### src/rtl/reflet_power_manager_multi.sv
// Memory-mapped power manager: gates the CPU enable and a set of peripheral
// domain enables, with light/deep sleep and masked-interrupt wake-up followed
// by a programmable settle delay. Five byte registers on the peripheral bus.
module reflet_power_manager_multi #(
  parameter int                        base_addr_size = 16,
  parameter logic [base_addr_size-1:0] base_addr      = 16'hFF10,
  parameter int                        nb_int         = 4,
  parameter int                        nb_domains     = 4
) (
  input  logic                      clk,
  input  logic                      reset,
  input  logic                      enable,
  input  logic [base_addr_size-1:0] addr,
  input  logic [7:0]                data_in,
  output logic [7:0]                data_out,
  input  logic                      write_en,
  input  logic [nb_int-1:0]         ext_int,
  output logic                      cpu_enable,
  output logic [nb_domains-1:0]     domain_enable,
  output logic                      sleeping
);

  if (nb_int < 1 || nb_int > 8) begin : g_bad_nb_int
    $error("reflet_power_manager_multi: nb_int must be 1..8");
  end
  if (nb_domains < 1 || nb_domains > 8) begin : g_bad_nb_domains
    $error("reflet_power_manager_multi: nb_domains must be 1..8");
  end

  localparam logic [base_addr_size-1:0] addr_ctrl  = base_addr;
  localparam logic [base_addr_size-1:0] addr_mask  = base_addr + base_addr_size'(1);
  localparam logic [base_addr_size-1:0] addr_delay = base_addr + base_addr_size'(2);
  localparam logic [base_addr_size-1:0] addr_gate  = base_addr + base_addr_size'(3);
  localparam logic [base_addr_size-1:0] addr_wsrc  = base_addr + base_addr_size'(4);

  typedef enum logic [1:0] {RUN, ENTER, SLEEP, WAKE} state_t;

  state_t                state;
  logic                  deep;
  logic [7:0]            count;
  logic [nb_int-1:0]     mask;
  logic [7:0]            delay;
  logic [nb_domains-1:0] gate;
  logic [nb_int-1:0]     wsrc;

  logic hit_ctrl, hit_mask, hit_delay, hit_gate, hit_wsrc;
  logic wr_ctrl, wr_mask, wr_delay, wr_gate, wr_wsrc;
  logic [nb_int-1:0] wake_bits;
  logic [nb_int-1:0] wsrc_set;
  logic [nb_int-1:0] wsrc_clr;
  logic sleep_req;

  assign hit_ctrl  = enable && (addr == addr_ctrl);
  assign hit_mask  = enable && (addr == addr_mask);
  assign hit_delay = enable && (addr == addr_delay);
  assign hit_gate  = enable && (addr == addr_gate);
  assign hit_wsrc  = enable && (addr == addr_wsrc);

  assign wr_ctrl  = hit_ctrl  && write_en;
  assign wr_mask  = hit_mask  && write_en;
  assign wr_delay = hit_delay && write_en;
  assign wr_gate  = hit_gate  && write_en;
  assign wr_wsrc  = hit_wsrc  && write_en;

  assign wake_bits = ext_int & mask;
  assign wsrc_set  = (state == SLEEP) ? wake_bits : '0;
  assign wsrc_clr  = wr_wsrc ? data_in[nb_int-1:0] : '0;

  // An empty mask could never wake the CPU, so such a request is dropped.
  assign sleep_req = wr_ctrl && data_in[0] && (mask != '0) && (state == RUN);

  // Configuration registers and latched wake sources (set beats W1C clear).
  always_ff @(posedge clk) begin
    if (!reset) begin
      mask  <= '0;
      delay <= '0;
      gate  <= '0;
      wsrc  <= '0;
    end else begin
      if (wr_mask)  mask  <= data_in[nb_int-1:0];
      if (wr_delay) delay <= data_in;
      if (wr_gate)  gate  <= data_in[nb_domains-1:0];
      wsrc <= (wsrc & ~wsrc_clr) | wsrc_set;
    end
  end

  // Sleep sequencer with registered cpu_enable / sleeping outputs.
  always_ff @(posedge clk) begin
    if (!reset) begin
      state      <= RUN;
      deep       <= 1'b0;
      count      <= '0;
      cpu_enable <= 1'b1;
      sleeping   <= 1'b0;
    end else begin
      case (state)
        RUN: begin
          if (sleep_req) begin
            state    <= ENTER;
            deep     <= data_in[1];
            sleeping <= 1'b1;
          end
        end
        ENTER: begin
          state      <= SLEEP;
          cpu_enable <= 1'b0;
        end
        SLEEP: begin
          if (wake_bits != '0) begin
            state <= WAKE;
            count <= delay;
          end
        end
        WAKE: begin
          if (count == 8'd0) begin
            state      <= RUN;
            cpu_enable <= 1'b1;
            sleeping   <= 1'b0;
          end else begin
            count <= count - 8'd1;
          end
        end
        default: state <= RUN;
      endcase
    end
  end

  // Domain gating follows GATE live so bus updates during sleep apply at once.
  always_comb begin
    domain_enable = '1;
    if (state == SLEEP && deep) domain_enable = ~gate;
  end

  // Combinational read mux; drives zero when not addressed (OR-bus).
  always_comb begin
    data_out = '0;
    if (hit_ctrl) begin
      data_out[0] = sleeping;
      data_out[1] = deep;
    end else if (hit_mask) begin
      data_out[nb_int-1:0] = mask;
    end else if (hit_delay) begin
      data_out = delay;
    end else if (hit_gate) begin
      data_out[nb_domains-1:0] = gate;
    end else if (hit_wsrc) begin
      data_out[nb_int-1:0] = wsrc;
    end
  end

endmodule

### config.mk
export PLATFORM = sky130hd
export DESIGN_NAME = reflet_power_manager_multi
export DESIGN_NICKNAME = d
export VERILOG_FILES = /design/src/rtl/reflet_power_manager_multi.sv
export SDC_FILE = /design/constraint.sdc
export NUM_CORES = 1
export LEC_CHECK = 0
export BUFFER_PORTS_ARGS = -buffer_cell sky130_fd_sc_hd__buf_2
export CAP_MARGIN = 20
export CORE_MARGIN = 10
export CORE_UTILIZATION = 53
export DETAILED_ROUTE_END_ITERATION = 8
export PLACE_DENSITY = 0.82
export SYNTH_ARGS = -nofsm -noshare
export SYNTH_HDL_FRONTEND = slang
export SYNTH_SLANG_ARGS = --single-unit
### constraint.sdc
create_clock -name clk -period 2.1 [get_ports clk]
set_input_delay 0.21 -clock clk [delete_from_list [all_inputs] [get_ports clk]]
set_output_delay 0.21 -clock clk [all_outputs]
set_load 0.02 [all_outputs]
==> results of run 1 <==
[routing by layer]
metal,global-route usage [%],up-vias,routed length (um)
met5,0,-,0
met4,5.81,0,68
met3,4.62,8,351
met2,29.4,77,2680
met1,19.9,894,2170
li1,-,914,-
[power groups by stage]
| stage | clock [W] | sequential [W] | combinational (W) |
|---|---|---|---|
| 6_report | 0.000522 | 0.000626 | 0.0000722 |
| 5_1_grt | 0.000554 | 0.000626 | 0.0000790 |
| 4_1_cts | 0.000531 | 0.000626 | 0.0000713 |
| 3_5_place_dp | 0 | 0.000640 | 0.0000710 |
| 3_3_place_gp | 0 | 0.000640 | 0.0000697 |
| 2_1_floorplan | 0 | 0.000640 | 0.0000297 |
[worst paths after layout]
| kind | startpoint | end |
|---|---|---|
| max | mask[0] | data_out[0] |
| min | data_in[5] | delay[5] |
| max reg2reg | count[0] | count[2] |
| min reg2reg | count[1] | count[1] |
[per-stage QoR]
| stage | power (W) | hold WS, ps | cell area, sq um | setup slack, ps | cells |
|---|---|---|---|---|---|
| after floorplan | 0.000670 | 354 | 1910 | 461 | 223 |
| after global placement | 0.000709 | 445 | 2180 | 286 | 310 |
| after detailed placement | 0.000711 | 449 | 2180 | 218 | 310 |
| after CTS | 0.00123 | 77.2 | 2270 | 224 | 318 |
| after global routing | 0.00126 | 87.8 | 2270 | 118 | 318 |
| final | 0.00122 | 83.7 | 2270 | 212 | 318 |
[critical path, stage by stage, from the launching register on]
cell,delay [ps]
dfxtp_1,380
mux4_2,500
a22oi_1,200
nor2b_1,80
buf_2,160
[sequential cells by signal (all words and copies together) (netlist names)]
name / count
sleeping: 1
wsrc: 4
deep: 1
state: 2
delay: 8
count: 8
mask: 4
cpu_enable: 1
gate: 4
[kinds of logic after synthesis]
| kind of cell | after synthesis |
|---|---|
| buffers and inverters | 21 |
| AO/OA/AOI/OAI | 56 |
| flip-flops | 33 |
| AND/OR/NAND/NOR | 93 |
| adder cells (fa/ha/maj) | 6 |
| multiplexers | 14 |
[area by class of cell]
class,instances,area (sq um)
fillers,305,1150
multi-input cells,169,1140
flip-flops and latches,33,661
repair buffers,52,278
well taps,46,57.6
clock buffers,6,51.3
clock inverters,2,37.5
inverters,10,37.5
[cell usage in the layout, fill, tap and decap left out, types with 2 or more instances in the layout]
master and count:
nor2_1 16, nand4_1 6, buf_4 7, o21a_1 3
and3_1 5, and2_1 6, o21ai_0 15, dfxtp_1 33
a21oi_1 11, mux4_2 2, nor4_1 2, o211ai_1 2
nand2b_1 2, mux2i_1 12, nand2_1 18, nand3_1 15
o22ai_1 4, clkbuf_4 5, inv_1 9, a22oi_1 8
ha_1 6, nor2b_1 7, a21boi_0 3, nand4b_1 3
nor3_1 3, a31oi_1 2, buf_2 45
==> run metrics, run 1 <==
Num CTS Buffers 5; average size of a mapped cell 8.55 sq um; Synth Area in Simple Gates roughly 27%; worst endpoint required time 1890 ps; worst r2r path cells 6; Clock Power Share a little over two fifths; Worst-Skew Late Latency roughly 350 ps; Crit. End Element output port; post-CTS sizing 0; Nets ~300; Initial Util around 56%; CTS Sinks 33; Int Power approximately 0.00094 W; Vias about 1900; setup repair bufs after CTS 0; Post-synth EDFFs 0; Placer Congestion about 0.9; cell taking the most area after synthesis dfxtp_1; mapped cell area 1910 sq um; Synth Area in Adders about 3.9%; vias in the first global route between 1500 and 2000; H-tree Lvls 2; sequential area share after synthesis approximately a third; Yosys reg bits 33; DR WL/cell between 15 and 20 um; unrepaired setup endpoints after global routing no; status complete, no violations; synth unique cells 47; 1st-iter DRT viols between 200 and 250; All-Layer GR Usage about 17%; grt total ovfl 0; LEAKAGE about 0.96 nW; layout cells sized above 1 between 20 and 30%; mux contribution to synthesized area slightly below 9%; synth top area cells dfxtp_1 (35%), mux2i_1 (6.3%), ha_1 (3.9%); switching power 0.000281 W; commonest cells in the netlist dfxtp_1 (33), nand2_1 (18), nor2_1 (16), nand3_1 (15), o21ai_0 (15); clk root buf clkbuf_4; Ys Warns 0; area delta synth->final 18.9%; hold_buf cts 0; Arr. time, crit path ~1700 ps; initial antenna violation count 0; Fin. Hold Viols 0; DRT antenna net count 0; fraction of the cycle the final worst path needs about nine tenths; Max-Cap Viols 0; asr flop ratio synth 0%; WHS Path Cells 3; Comb power frac 5.9%; largest family of logic cells by synthesized area simple AND/OR/NAND/NOR gates; vias per inst 5.95; nature of the critical path startpoint flop; final core utilization 66.4%; VDD IR max 420 uV; Die ar. about 6400 sq um; HP Class input pin to flop; dpl hpwl roughly 4000 um; first-pass GRT wire length 8800 um; WS Path Type flop to output port; CTS Buffer Depth 2; Row Count 21; # IOs 46; Main synth FF type dfxtp_1; Die Span Y between 70 and 80 um; count leader, synth dfxtp_1; Final min period approximately 1900 ps; CP max FO 5; cell count after synthesis about 220; CTS tree done; die width around 80 um; # setup viols final 0; Worst-path clk slew about 110 ps; Synth Net Count 261; final max-slew violation count 0; PwrDens between 500 and 600 nW/um^2; sequential power share about half; PortBufs 45; Setup Skew ~10 ps; final wirelength ~5300 um; Sw Ratio between 20% and 30%; Fmax about 0.53 GHz; top cell type's share of synthesized area 34.6%; compound-gate portion of the synthesized area around a fifth; R2R Setup Slk roughly 290 ps; DR pass1 iterations 4; # DRC 0; Core ar. approximately 3400 sq um; Setup TNS Final 0 ps; Rel. slew slack 69.0%; Slew @ Worst Pin between 400 and 500 ps; xor and xnor area share after synthesis 0%; n_diodes 0; largest net degree at the start of global routing 23
Note: power is estimated with default switching activity, not from simulation.
==> run 2: changes to the inputs <==
--- a/config.mk
+++ b/config.mk
@@ -13,2 +13,3 @@
 export PLACE_DENSITY = 0.82
+export RECOVER_POWER = 50
 export SYNTH_ARGS = -nofsm -noshare
--- a/constraint.sdc
+++ b/constraint.sdc
@@ -3,2 +3,2 @@
 set_output_delay 0.21 -clock clk [all_outputs]
-set_load 0.02 [all_outputs]
+set_load 0.01 [all_outputs]
==> run 2 against run 1 <==
  * Non-clock buffer count stayed put
  * Via count is 1.7% lower
  * Routed wire length shrank 3.2%
  * Total power is 12% lower
  * Sequential power is essentially flat
  * Clock skew up 9.1 ps
  * Die area stayed put
  * Hold slack gained 12 ps
  * Sequential cell count unchanged
  * First-iteration DRC count is 17% lower
  * Cell count decreased by 0.31%
  * Critical path type is now input pin to output port
  * Largest power group unchanged
==> run metrics, run 2 (same netlist as run 1, synthesis figures left out) <==
Die Span Y between 70 and 80 um; final max-slew violation count 0; Max-Cap Viols 0; hold_buf cts 0; CTS tree done; # setup viols final 0; Bufs and invs on worst path 2; VDD IR max between 400 and 500 uV; vias per inst just under 6; H-tree Lvls 2; sequential power share between 50% and 60%; Row Count 21; largest net degree at the start of global routing 23; Setup TNS Final 0 ps; Num CTS Buffers 5; Crit. End Element output port; Placer Congestion between 0.9 and 1; final core utilization about two thirds; CP max FO 4; die width ~80 um; dpl hpwl 3950 um; Largest regs count x8, delay x8; Int Power between 0.0008 and 0.0009 W; commonest non-fill, non-tap cell in the layout buf_2; DRT antenna net count 0; Clock Power Share between 30% and 40%; CP top delay family simple AND/OR/NAND/NOR gates; DR pass1 iterations 4; Fmax about 0.54 GHz; layout cells sized above 1 23.6%; Worst-Skew Late Latency 350 ps; area delta synth->final 16.2%; DR WL/cell around 16 um; Nets 309; LEAKAGE 0.924 nW; 1st-iter DRT viols around 190; clk root buf clkbuf_4; # DRC 0; switching power 0.000257 W; first-pass GRT wire length around 8600 um; initial antenna violation count 0; worst endpoint required time 1890 ps; PortBufs between 40 and 50; Die ar. 6400 sq um; final wirelength between 5000 and 6000 um; worst path cell trace buf_2 > or2_1 > nor4_1 > and3b_1 > and2_1 > buf_2; # IOs 46; n_diodes 0; commonest cells after routing, fill and taps aside buf_2 (43), dfxtp_1 (33), nand2_1 (18); fraction of the cycle the final worst path needs 88.4%; CP most frequent cell buf_2; fillers 316; Final min period roughly 1900 ps; PwrDens 483 nW/um^2; Vias about 1900; WS Path Type input pin to output port; post-CTS sizing 0; Comb power frac roughly 6.5%; Arr. time, crit path 1650 ps; Sw Ratio 24.1%; setup repair bufs after CTS 0; Worst-path clk slew around 110 ps; Core ar. ~3400 sq um; HP Class input pin to flop; grt total ovfl 0; Rel. slew slack a little over three fifths; Setup Skew around 19 ps; vias in the first global route 1838; nature of the critical path startpoint input pin; CTS Sinks 33; CTS Buffer Depth 2; unrepaired setup endpoints after global routing no; Slew @ Worst Pin 550 ps; Slowest-stage cell, CP nor4_1; Initial Util a little under three fifths; status complete, no violations; max incr delay on CP 520 ps; Fin. Hold Viols 0; All-Layer GR Usage between 10% and 20%
run 2: cell types whose count changed in the layout (fill, tap and decap cells not counted):
cell       previous run  this run
buf_2                45        43
buf_4                 7         6
bufinv_16             1         0
clkbuf_1              0         3
nor4_1                2         3
nor4_4                1         0
run 2: power by group through the flow:
stage,registers (W),clock network (W),logic (W)
after detailed placement,0.000640,0,0.0000705
final,0.000625,0.000375,0.0000695
after global routing,0.000626,0.000407,0.0000766
after global placement,0.000640,0,0.0000694
after floorplan,0.000640,0,0.0000297
after CTS,0.000625,0.000384,0.0000704
run 2: layout make-up:
cell class              count  area (sq um)  area share, %
clock inverters             1          7.51          0.339
multi-input cells         169          1130           51.0
well taps                  46          57.6           2.60
repair buffers             52           272           12.3
clock buffers               6          51.3           2.32
flip-flops and latches     33           661           29.8
inverters                  10          37.5           1.69
run 2: metal layers:
layer / vias up / wire length, um / track usage [%]
li1: 909 / - / -
met1: 864 / 2070 / 18.3
met2: 77 / 2550 / 28.3
met3: 10 / 387 / 5.52
met4: 0 / 95 / 6.16
met5: - / 0 / 0
run 2: worst paths after layout:
kind              start          end  slack (ps)  cells after the start
max             addr[7]  data_out[7]         240                      6
min          data_in[7]     delay[7]         100                      3
max reg2reg    count[2]     state[1]         250                      5
min reg2reg     wsrc[0]      wsrc[0]         500                      2
run 2: worst register-to-register path, cell delays in order, from the launching register on:
cell and delay [ps]:
dfxtp_1 380, nor4_2 350, and2b_1 350, nand2_1 150, a221oi_2 300, mux2i_1 230
run 2: metrics by stage:
step | cells | total power, W | worst slack, ps | hold WS, ps | area, sq um
6_report | 317 | 0.00107 | 243 | 95.8 | 2220
5_1_grt | 317 | 0.00111 | 80.8 | 94.3 | 2220
4_1_cts | 317 | 0.00108 | 239 | 90.0 | 2240
3_5_place_dp | 310 | 0.000710 | 321 | 455 | 2180
3_3_place_gp | 310 | 0.000709 | 345 | 443 | 2180
2_1_floorplan | 223 | 0.000670 | 461 | 354 | 1910
